### src/rtl/serial_adder.sv
// Digit-serial adder: sum = a + b + carry_in, DIGIT bits per clock through one ripple slice.
// Start/busy/done handshake; sum, carry_out and overflow are held between completions.
//
// state  | meaning
// IDLE   | waiting for start, outputs hold last result
// RUN    | one DIGIT slice added per edge, N = WIDTH/DIGIT edges
// DONE   | done pulse cycle; start here is accepted back-to-back
module serial_adder #(
    parameter int WIDTH = 8,
    parameter int DIGIT = 1
) (
    input  logic             clk,
    input  logic             reset,
    input  logic             start,
    input  logic [WIDTH-1:0] a,
    input  logic [WIDTH-1:0] b,
    input  logic             carry_in,
    output logic             busy,
    output logic             done,
    output logic [WIDTH-1:0] sum,
    output logic             carry_out,
    output logic             overflow
);

    localparam int N  = WIDTH / DIGIT;
    localparam int CW = $clog2(N) + 1;
    localparam logic [CW-1:0] LAST = CW'(N - 1);

    typedef enum logic [1:0] {
        S_IDLE,
        S_RUN,
        S_DONE
    } state_t;

    state_t             r_state;
    logic [WIDTH-1:0]   r_a;
    logic [WIDTH-1:0]   r_b;
    logic               r_carry;
    logic [CW-1:0]      r_cnt;
    logic               r_a_msb;
    logic               r_b_msb;

    logic [DIGIT:0]     w_slice;
    logic [WIDTH-1:0]   w_a_next;
    logic [WIDTH-1:0]   w_b_next;
    logic               w_ovf;

    assign w_slice = {1'b0, r_a[DIGIT-1:0]} + {1'b0, r_b[DIGIT-1:0]} + {{DIGIT{1'b0}}, r_carry};

    // Result digits enter r_a from the top as operand digits leave at the bottom,
    // so after N edges r_a holds the complete result.
    generate
        if (DIGIT == WIDTH) begin : g_single
            assign w_a_next = w_slice[DIGIT-1:0];
            assign w_b_next = '0;
        end else begin : g_multi
            assign w_a_next = {w_slice[DIGIT-1:0], r_a[WIDTH-1:DIGIT]};
            assign w_b_next = {{DIGIT{1'b0}}, r_b[WIDTH-1:DIGIT]};
        end
    endgenerate

    assign w_ovf = (r_a_msb == r_b_msb) && (w_a_next[WIDTH-1] != r_a_msb);

    always_ff @(posedge clk or posedge reset) begin
        if (reset) begin
            r_state   <= S_IDLE;
            r_a       <= '0;
            r_b       <= '0;
            r_carry   <= 1'b0;
            r_cnt     <= '0;
            r_a_msb   <= 1'b0;
            r_b_msb   <= 1'b0;
            busy      <= 1'b0;
            done      <= 1'b0;
            sum       <= '0;
            carry_out <= 1'b0;
            overflow  <= 1'b0;
        end else begin
            case (r_state)
                S_IDLE, S_DONE: begin
                    done <= 1'b0;
                    if (start) begin
                        r_a     <= a;
                        r_b     <= b;
                        r_carry <= carry_in;
                        r_a_msb <= a[WIDTH-1];
                        r_b_msb <= b[WIDTH-1];
                        r_cnt   <= '0;
                        busy    <= 1'b1;
                        r_state <= S_RUN;
                    end else begin
                        r_state <= S_IDLE;
                    end
                end
                S_RUN: begin
                    r_a     <= w_a_next;
                    r_b     <= w_b_next;
                    r_carry <= w_slice[DIGIT];
                    r_cnt   <= r_cnt + CW'(1);
                    if (r_cnt == LAST) begin
                        sum       <= w_a_next;
                        carry_out <= w_slice[DIGIT];
                        overflow  <= w_ovf;
                        done      <= 1'b1;
                        busy      <= 1'b0;
                        r_state   <= S_DONE;
                    end
                end
                default: r_state <= S_IDLE;
            endcase
        end
    end

endmodule

### config.mk
export PLATFORM = sky130hd
export DESIGN_NAME = serial_adder
export DESIGN_NICKNAME = d
export VERILOG_FILES = /design/src/rtl/serial_adder.sv
export SDC_FILE = /design/constraint.sdc
export NUM_CORES = 1
export LEC_CHECK = 0
export BUFFER_PORTS_ARGS = -buffer_cell sky130_fd_sc_hd__buf_2
export CORE_ASPECT_RATIO = 1.2
export CORE_MARGIN = 2
export CORE_UTILIZATION = 45
export DETAILED_ROUTE_END_ITERATION = 7
export PLACE_DENSITY = 0.68
export SLEW_MARGIN = 40
export SYNTH_ARGS = -nofsm -noshare
export SYNTH_HDL_FRONTEND = slang
export SYNTH_SLANG_ARGS = --single-unit
### constraint.sdc
create_clock -name clk -period 2.12 [get_ports clk]
set_input_delay 0.318 -clock clk [delete_from_list [all_inputs] [get_ports clk]]
set_output_delay 0.318 -clock clk [all_outputs]
set_load 0.02 [all_outputs]
==> results.json, run 1 <==
{
  "yosysSeqAreaShare": 0.592,
  "cp_top_family": "flip-flops",
  "fin_util": 0.552,
  "drt_iter0_markers": 27,
  "cts_tree": "built",
  "p_leak_nw": 0.996,
  "diodes": 0,
  "die_y_um": 68.6,
  "synth-seq-cells": 37,
  "grt-ovfl-total": 0,
  "slowest_stage": "dfrtp_1",
  "gp_congestion": 0.678,
  "ys.warnings.count": 0,
  "crit_type": "flip-flop to flip-flop",
  "post_cts_buffers": 0,
  "core_area_um2": 3340,
  "antenna_found_initial": 0,
  "drc": 0,
  "max_freq_ghz": 0.635,
  "drv_cap": 0,
  "status": "finished, final reports clean",
  "arrival_ns": 1.75,
  "numClockSinks": 37,
  "slew_headroom": 0.698,
  "wire_per_inst_um": 14.8,
  "syn2layout_area_growth_pct": 18.0,
  "hold_viol": 0,
  "grt_pass1_vias": 1012,
  "cts_max_level": 2,
  "io_buffer_count": 31,
  "die_area_um2": 3960,
  "fin_worst_skew_ns": 0.00514,
  "worst_setup_path_end_kind": "flip-flop",
  "grtUsageTotal": 0.164,
  "root_buffer": "clkbuf_8",
  "synthCells": 116,
  "rsz0062_at_grt": "no",
  "worstSetupStartpointType": "flip-flop",
  "p_total_mw": 2.99,
  "nets": 174,
  "num_rows": 23,
  "synthDistinctLibCells": 22,
  "hold_slack_ns": 0.121,
  "firstDrtPassIters": 4,
  "vdd_drop_max_uv": 948,
  "fin_crit_sh": 0.743,
  "start_util": 0.468,
  "ant_nets": 0,
  "drive_gt1_frac": 0.362,
  "hp-class": "input pin to async pin",
  "grt_max_degree": 38,
  "clockBufferDepth": 2,
  "critPathBufInv": 1,
  "setup_viol": 0,
  "via_per_inst": 5.47,
  "worst_pin_slew_ns": 0.452,
  "tns_ns": 0,
  "syn_nets": 138,
  "dp_hpwl_mm": 1.97,
  "period_needed_ns": 1.58,
  "clk_pin_slew_ns": 0.07,
  "cp_max_fo": 13,
  "clk_latency_ns": 0.28,
  "wl_mm": 2.79,
  "cts_inserted_buffers": 5,
  "postCtsHoldBufs": 0,
  "drv_slew": 0,
  "grt_pass1_wl_mm": 4.75,
  "power_density_nw_per_um2": 1620,
  "cp_cell_sequence": "ha_1 > nand2_1 > nor3b_4 > buf_4 > mux2_2",
  "syn-cell-area_um2": 1560,
  "syn_avg_cell_area_um2": 13.5,
  "cp_slowest_stage_delay_ns": 0.38,
  "vias": 1034,
  "die_width_um": 57.8,
  "required_ns": 2.29,
  "ioPinCount": 32,
  "post_cts_resize_count": 0
}
==> area by class of cell <==
type	count	area, um2
fill	307	1490
sequential	37	926
multi-input combinational	70	586
timing repair buffer	36	193
clock buffer	7	86.3
tap	37	46.3
inverter	2	7.51
==> power breakdown <==
group	total, mW	switching, mW	leakage, nW	internal (mW)
Combinational	1.26	0.616	0.496	0.641
Sequential	1.26	0.213	0.456	1.04
Clock	0.479	0.222	0.0443	0.257
==> cells in the final DEF (no fill, tap or decap) <==
cell,netlist,layout
buf_2,5,31
nand2b_1,2,2
fa_1,1,1
inv_1,2,2
nand2_1,7,7
nor2b_1,1,1
and2_1,1,1
o22ai_1,1,1
dfrtp_1,37,37
mux2_2,11,11
nor3b_4,1,1
clkbuf_1,0,1
nor2_2,1,1
mux2i_1,2,2
nand4_1,1,1
and2b_1,2,2
a22o_1,18,18
a21o_1,17,17
a221o_1,1,1
ha_1,1,1
buf_4,1,5
o21ai_0,2,2
clkbuf_8,0,6
==> through the flow <==
step / setup slack, ns / area, um2 / instances
detailed placement: 0.562 / 1760 / 182
global route: 0.437 / 1840 / 189
CTS: 0.543 / 1840 / 189
floorplan: 0.628 / 1560 / 116
finish: 0.545 / 1840 / 189
global placement: 0.603 / 1760 / 182
==> final timing paths <==
check | startpoint | slack, ns | end | cells past startpoint
setup / recovery | r_cnt[0]$_DFFE_PP0P_ | 0.54 | sum[1]$_DFFE_PP0P_ | 5
hold / removal | reset | 0.12 | sum[6]$_DFFE_PP0P_ | 3
setup reg to reg | r_cnt[0]$_DFFE_PP0P_ | 0.54 | sum[1]$_DFFE_PP0P_ | 5
hold reg to reg | done$_DFFE_PP0P_ | 0.47 | done$_DFFE_PP0P_ | 1
max in group asynchronous | reset | 1.68 | r_b[2]$_DFFE_PP0P_ | 3
min in group clk | b[7] | 0.25 | r_b_msb$_DFFE_PP0P_ | 3
==> cells in the mapped netlist <==
library cell  number  area share
buf_6              1      0.0072
nor2b_1            1      0.0040
nor3b_4            1       0.012
fa_1               1       0.013
dfrtp_1           37        0.59
a221o_1            1      0.0064
nand4_1            1      0.0040
and2_1             1      0.0040
and2b_1            2      0.0096
nand2_1            7       0.017
inv_1              2      0.0048
o21ai_0            2      0.0064
mux2i_1            2       0.013
nand2b_1           2      0.0080
buf_4              1      0.0048
o22ai_1            1      0.0040
nor2_2             1      0.0040
a21o_1            17       0.082
ha_1               1      0.0080
a22o_1            18        0.10
mux2_2            11       0.079
buf_2              5       0.016
==> worst reg2reg max path, stage by stage, from the launching register on <==
cell and delay [ns]:
dfrtp_1 0.38, ha_1 0.20, nand2_1 0.10, nor3b_4 0.19, buf_4 0.24, mux2_2 0.36
==> layer usage <==
layer | vias up | part of all wire | GRT usage
met1 | 510 | 0.44 | 0.204
met3 | 6 | 0.046 | 0.0410
li1 | 494 | - | -
met5 | - | 0 | 0
met2 | 24 | 0.50 | 0.256
met4 | 0 | 0.019 | 0.108
==> registers in the layout (all words and copies together), names as in the netlist <==
signal,cells
busy,1
carry_out,1
done,1
overflow,1
r_a,8
r_a_msb,1
r_b,8
r_b_msb,1
r_carry,1
r_cnt,4
r_state,2
sum,8
==> logic make-up (layout without fill, tap and decap cells) <==
logic type	Yosys count	count (layout)	synth area share
AOI/OAI and AO/OA	39	39	0.199
adders and majority gates	2	2	0.0208
buffers and inverters	9	45	0.0328
DFF	37	37	0.592
muxes	13	13	0.0921
and+or+nand+nor	16	16	0.0625
(Power assumes the default switching activity.)
==> run 2, diff against run 1 <==
clock period = 1.5 ns   (was 2.12 ns; I/O delays follow)
==> results.json, run 2 (synthesis gave the netlist of run 1 again) <==
{
  "final_common_cell": "dfrtp_1",
  "worst_setup_path_end_kind": "flip-flop",
  "r2r-start": "r_cnt[1]$_DFFE_PP0P_",
  "die_area_um2": 3960,
  "crit_type": "flip-flop to flip-flop",
  "clockBufferDepth": 2,
  "status": "finished, final reports clean",
  "rrSetupSlack_ns": 0.02,
  "p_leak_nw": 1.03,
  "clk_pin_slew_ns": 0.07,
  "via_per_inst": 5.42,
  "grtUsageTotal": 0.171,
  "final_cells": 196,
  "dpl_worst_slack_ns": -0.0106,
  "drc": 0,
  "core_area_um2": 3340,
  "drv_slew": 0,
  "dpl.cell_count": 189,
  "top_regs": "r_a x8, r_b x8, sum x8",
  "drv_cap": 0,
  "hold_slack_ns": 0.0260,
  "grt_max_degree": 38,
  "cts_inserted_buffers": 5,
  "drt_iter0_markers": 24,
  "rsz0062_at_grt": "yes",
  "gp_congestion": 0.738,
  "period_needed_ns": 1.48,
  "setup_viol": 0,
  "dp_hpwl_mm": 2.09,
  "timing.final.ws_setup_ns": 0.0223,
  "die_width_um": 57.8,
  "num_rows": 23,
  "max_freq_ghz": 0.677,
  "die_y_um": 68.6,
  "grt_pass1_wl_mm": 5.02,
  "antenna_found_initial": 0,
  "numClockSinks": 37,
  "grt-ovfl-total": 0,
  "hold_viol": 0,
  "arrival_ns": 1.65,
  "fin_crit_sh": 0.985,
  "grt_pass1_vias": 1094,
  "fin_worst_skew_ns": 0.00449,
  "diodes": 0,
  "rr_worst_depth": 5,
  "syn2layout_area_growth_pct": 23.2,
  "cts_max_level": 2,
  "vdd_drop_max_uv": 1460,
  "start_util": 0.468,
  "postCtsHoldBufs": 0,
  "power_density_nw_per_um2": 2290,
  "io_buffer_count": 31,
  "worstSetupStartpointType": "flip-flop",
  "mostFrequentLayoutCells": "dfrtp_1, buf_2, a22o_1, a21o_1",
  "fin_area_um2": 1930,
  "worst_pin_slew_ns": 0.466,
  "placed_cell_area_um2": 1820,
  "r2r_end": "sum[3]$_DFFE_PP0P_",
  "cts_tree": "built",
  "firstDrtPassIters": 4,
  "wl_mm": 2.89,
  "drive_gt1_frac": 0.415,
  "ioPinCount": 32,
  "cp_max_fo": 13,
  "ant_nets": 0,
  "root_buffer": "clkbuf_8",
  "required_ns": 1.67,
  "nets": 181,
  "slew_headroom": 0.689,
  "clk_latency_ns": 0.29,
  "wire_per_inst_um": 14.8,
  "vias": 1063,
  "hp-class": "input pin to async pin"
}
==> run 2: where the power goes <==
group          leakage (nW)  total, mW  internal (mW)  switching [mW]
logic                 0.532       1.94           1.04           0.905
registers             0.456       1.78           1.47           0.303
clock network        0.0433      0.697          0.363           0.334
total                  1.03       4.42           2.88            1.54
==> run 2: area by class of cell <==
| cell class | count | area, um2 |
|---|---|---|
| Multi-Input combinational cell | 70 | 598 |
| Sequential cell | 37 | 926 |
| Inverter | 2 | 7.51 |
| Clock inverter | 1 | 7.51 |
| Tap cell | 37 | 46.3 |
| Timing Repair Buffer | 43 | 258 |
| Fill cell | 312 | 1410 |
| Clock buffer | 6 | 82.6 |
==> run 2: what timing repair did <==
item                                    in CTS  in global routing
gates resized for setup                      0                  4
setup buffers                                0                  0
endpoints found under the hold margin        0                  0
pin swaps                                    1                  0
endpoints found under the setup margin      10                 18
==> run 2: how the worst max path moves through the flow <==
| stage | start | endpoint | slack, ns |
|---|---|---|---|
| floorplan | r_cnt[0]$_DFFE_PP0P_ | carry_out$_DFFE_PP0P_ | 0.008 |
| global placement | r_a[0]$_DFFE_PP0P_ | overflow$_DFFE_PP0P_ | 0.03 |
| detailed placement | r_cnt[0]$_DFFE_PP0P_ | sum[1]$_DFFE_PP0P_ | -0.01 |
| CTS | r_cnt[1]$_DFFE_PP0P_ | sum[1]$_DFFE_PP0P_ | 0.002 |
| global route | r_cnt[0]$_DFFE_PP0P_ | sum[1]$_DFFE_PP0P_ | -0.05 |
| finish | r_cnt[1]$_DFFE_PP0P_ | sum[3]$_DFFE_PP0P_ | 0.02 |
==> run 2: critical path, cell delays in order, from the launching register on <==
cell     delay [ns]
dfrtp_1        0.36
ha_2           0.20
nand2_2        0.07
nor3b_4        0.22
buf_12         0.17
mux2_2         0.34
==> run 2: layer usage <==
metal,global-route usage,up-vias,wire length (um),part of all wire
met2,0.278,27,1430,0.49
met5,0,-,0,0
met4,0.0785,0,43,0.015
met3,0.0392,5,110,0.038
li1,-,506,-,-
met1,0.217,525,1310,0.45
==> run 2: through the flow <==
| stage | utilization | TNS (ns) | power, mW |
|---|---|---|---|
| after floorplan | - | 0 | 3.13 |
| after global placement | 0.546 | 0 | 3.63 |
| after detailed placement | 0.546 | -0.0325 | 3.72 |
| after CTS | 0.573 | 0 | 4.43 |
| after global routing | 0.577 | -0.376 | 4.77 |
| final | 0.577 | 0 | 4.42 |
==> run 3, diff against run 2 <==
CTS_CLUSTER_DIAMETER = 60   (was unset)
RECOVER_POWER = 100   (was unset)
==> results.json, run 3 (synthesis gave the netlist of run 1 again) <==
{
  "worstSetupStartpointType": "flip-flop",
  "ant_nets": 0,
  "worst_pin_slew_ns": 0.906,
  "intPower_mw": 2.83,
  "required_ns": 1.67,
  "p_leak_nw": 0.989,
  "clk_pin_slew_ns": 0.07,
  "die_width_um": 57.8,
  "die_y_um": 68.6,
  "gp_congestion": 0.738,
  "cts_tree": "built",
  "rsz0062_at_grt": "yes",
  "start_util": 0.468,
  "slew_headroom": 0.396,
  "cts_inserted_buffers": 5,
  "mostFrequentLayoutCells": "dfrtp_1, buf_2, a22o_1, a21o_1, clkbuf_1",
  "grt_pass1_wl_mm": 5.02,
  "drc": 0,
  "drt_iter0_markers": 24,
  "fill_cells": 317,
  "status": "finished, final reports clean",
  "firstDrtPassIters": 4,
  "wire_per_inst_um": 14.7,
  "grt-ovfl-total": 0,
  "fin_crit_sh": 0.984,
  "dp_hpwl_mm": 2.09,
  "switchingPower_mw": 1.55,
  "worst_setup_path_end_kind": "flip-flop",
  "period_needed_ns": 1.48,
  "hold_viol": 0,
  "grt_max_degree": 38,
  "crit_type": "flip-flop to flip-flop",
  "drv_slew": 0,
  "cp_max_fo": 13,
  "diodes": 0,
  "netSwitchingFraction": 0.354,
  "drive_gt1_frac": 0.333,
  "clk_latency_ns": 0.29,
  "combPwrFrac": 0.434,
  "core_area_um2": 3340,
  "setup_viol": 0,
  "vdd_drop_max_uv": 1440,
  "wl_mm": 2.89,
  "fin_worst_skew_ns": 0.00477,
  "hp-class": "input pin to flip-flop",
  "max_freq_ghz": 0.677,
  "fin_util": 0.570,
  "seqPwrFrac": 0.407,
  "grtUsageTotal": 0.171,
  "power.share.clock": 0.159,
  "top_regs": "r_a x8, r_b x8, sum x8",
  "arrival_ns": 1.65,
  "root_buffer": "clkbuf_8",
  "num_rows": 23,
  "clockBufferDepth": 2,
  "cts_max_level": 2,
  "nets": 181,
  "drv_cap": 0,
  "syn2layout_area_growth_pct": 21.9,
  "power_density_nw_per_um2": 2300,
  "io_buffer_count": 31,
  "antenna_found_initial": 0,
  "vias": 1059,
  "numClockSinks": 37,
  "grt_pass1_vias": 1094,
  "die_area_um2": 3960,
  "hold_slack_ns": 0.175,
  "final_common_cell": "dfrtp_1",
  "via_per_inst": 5.40,
  "ioPinCount": 32
}
## run 3: cell types whose count changed in the layout (fill, tap and decap cells not counted)
| cell | delta |
|---|---|
| clkbuf_2 | +1 |
| clkbuf_1 | +13 |
| buf_4 | -2 |
| buf_2 | -12 |
## run 3: layout make-up
| class | instances | area [um2] | share of cell area |
|---|---|---|---|
| Tap cell | 37 | 46.3 | 0.0243 |
| Sequential cell | 37 | 926 | 0.486 |
| Timing Repair Buffer | 43 | 236 | 0.124 |
| Inverter | 2 | 7.51 | 0.00394 |
| Multi-Input combinational cell | 70 | 598 | 0.314 |
| Clock inverter | 1 | 7.51 | 0.00394 |
| Clock buffer | 6 | 82.6 | 0.0434 |
## run 3: layer usage
layer	GRT usage	wire [um]	vias to the layer above
met3	0.0392	108	5
met2	0.278	1440	23
met5	0	0	-
met4	0.0785	43	0
met1	0.217	1300	526
li1	-	-	505
## run 3: worst max-delay path, cell delays in order (launching register included)
cell	delay, ns
dfrtp_1	0.36
ha_2	0.20
nand2_2	0.07
nor3b_4	0.22
buf_12	0.17
mux2_2	0.34
## run 3: stage by stage
stage          total power, mW  area [um2]  TNS (ns)  cells  setup slack (ns)
3_5_place_dp              3.72        1820   -0.0325    189           -0.0106
4_1_cts                   4.43        1910         0    196           0.00171
6_report                  4.38        1900         0    196            0.0237
5_1_grt                   4.72        1900    -0.397    196           -0.0546
2_1_floorplan             3.13        1560         0    116           0.00813
3_3_place_gp              3.63        1820         0    189            0.0259
## run 3: power by group through the flow
stage / clock [mW] / combinational [mW] / sequential (mW)
floorplan: 0 / 1.21 / 1.92
global placement: 0 / 1.87 / 1.76
detailed placement: 0 / 1.93 / 1.79
CTS: 0.721 / 1.94 / 1.77
global route: 0.762 / 2.11 / 1.85
finish: 0.696 / 1.90 / 1.78
## run 3: worst paths after layout
check                                     start                  end  slack [ns]  cells after the start
max                        r_cnt[1]$_DFFE_PP0P_   sum[3]$_DFFE_PP0P_        0.02                      5
min                                        b[7]  r_b_msb$_DFFE_PP0P_        0.17                      3
max reg2reg                r_cnt[1]$_DFFE_PP0P_   sum[3]$_DFFE_PP0P_        0.02                      5
min reg2reg                  r_b[5]$_DFFE_PP0P_   r_b[5]$_DFFE_PP0P_        0.48                      1
max in group asynchronous                 reset     done$_DFFE_PP0P_        0.73                      3
min in group asynchronous                 reset   sum[5]$_DFFE_PP0P_        0.20                      3
## run 3: timing repair
| item | in CTS | in global routing |
|---|---|---|
| hold buffers | 0 | 0 |
| endpoints found under the hold margin | 0 | 0 |
| pin swaps | 1 | 0 |
| endpoints found under the setup margin | 10 | 18 |
| setup buffers | 0 | 0 |
| gates resized for setup | 0 | 4 |
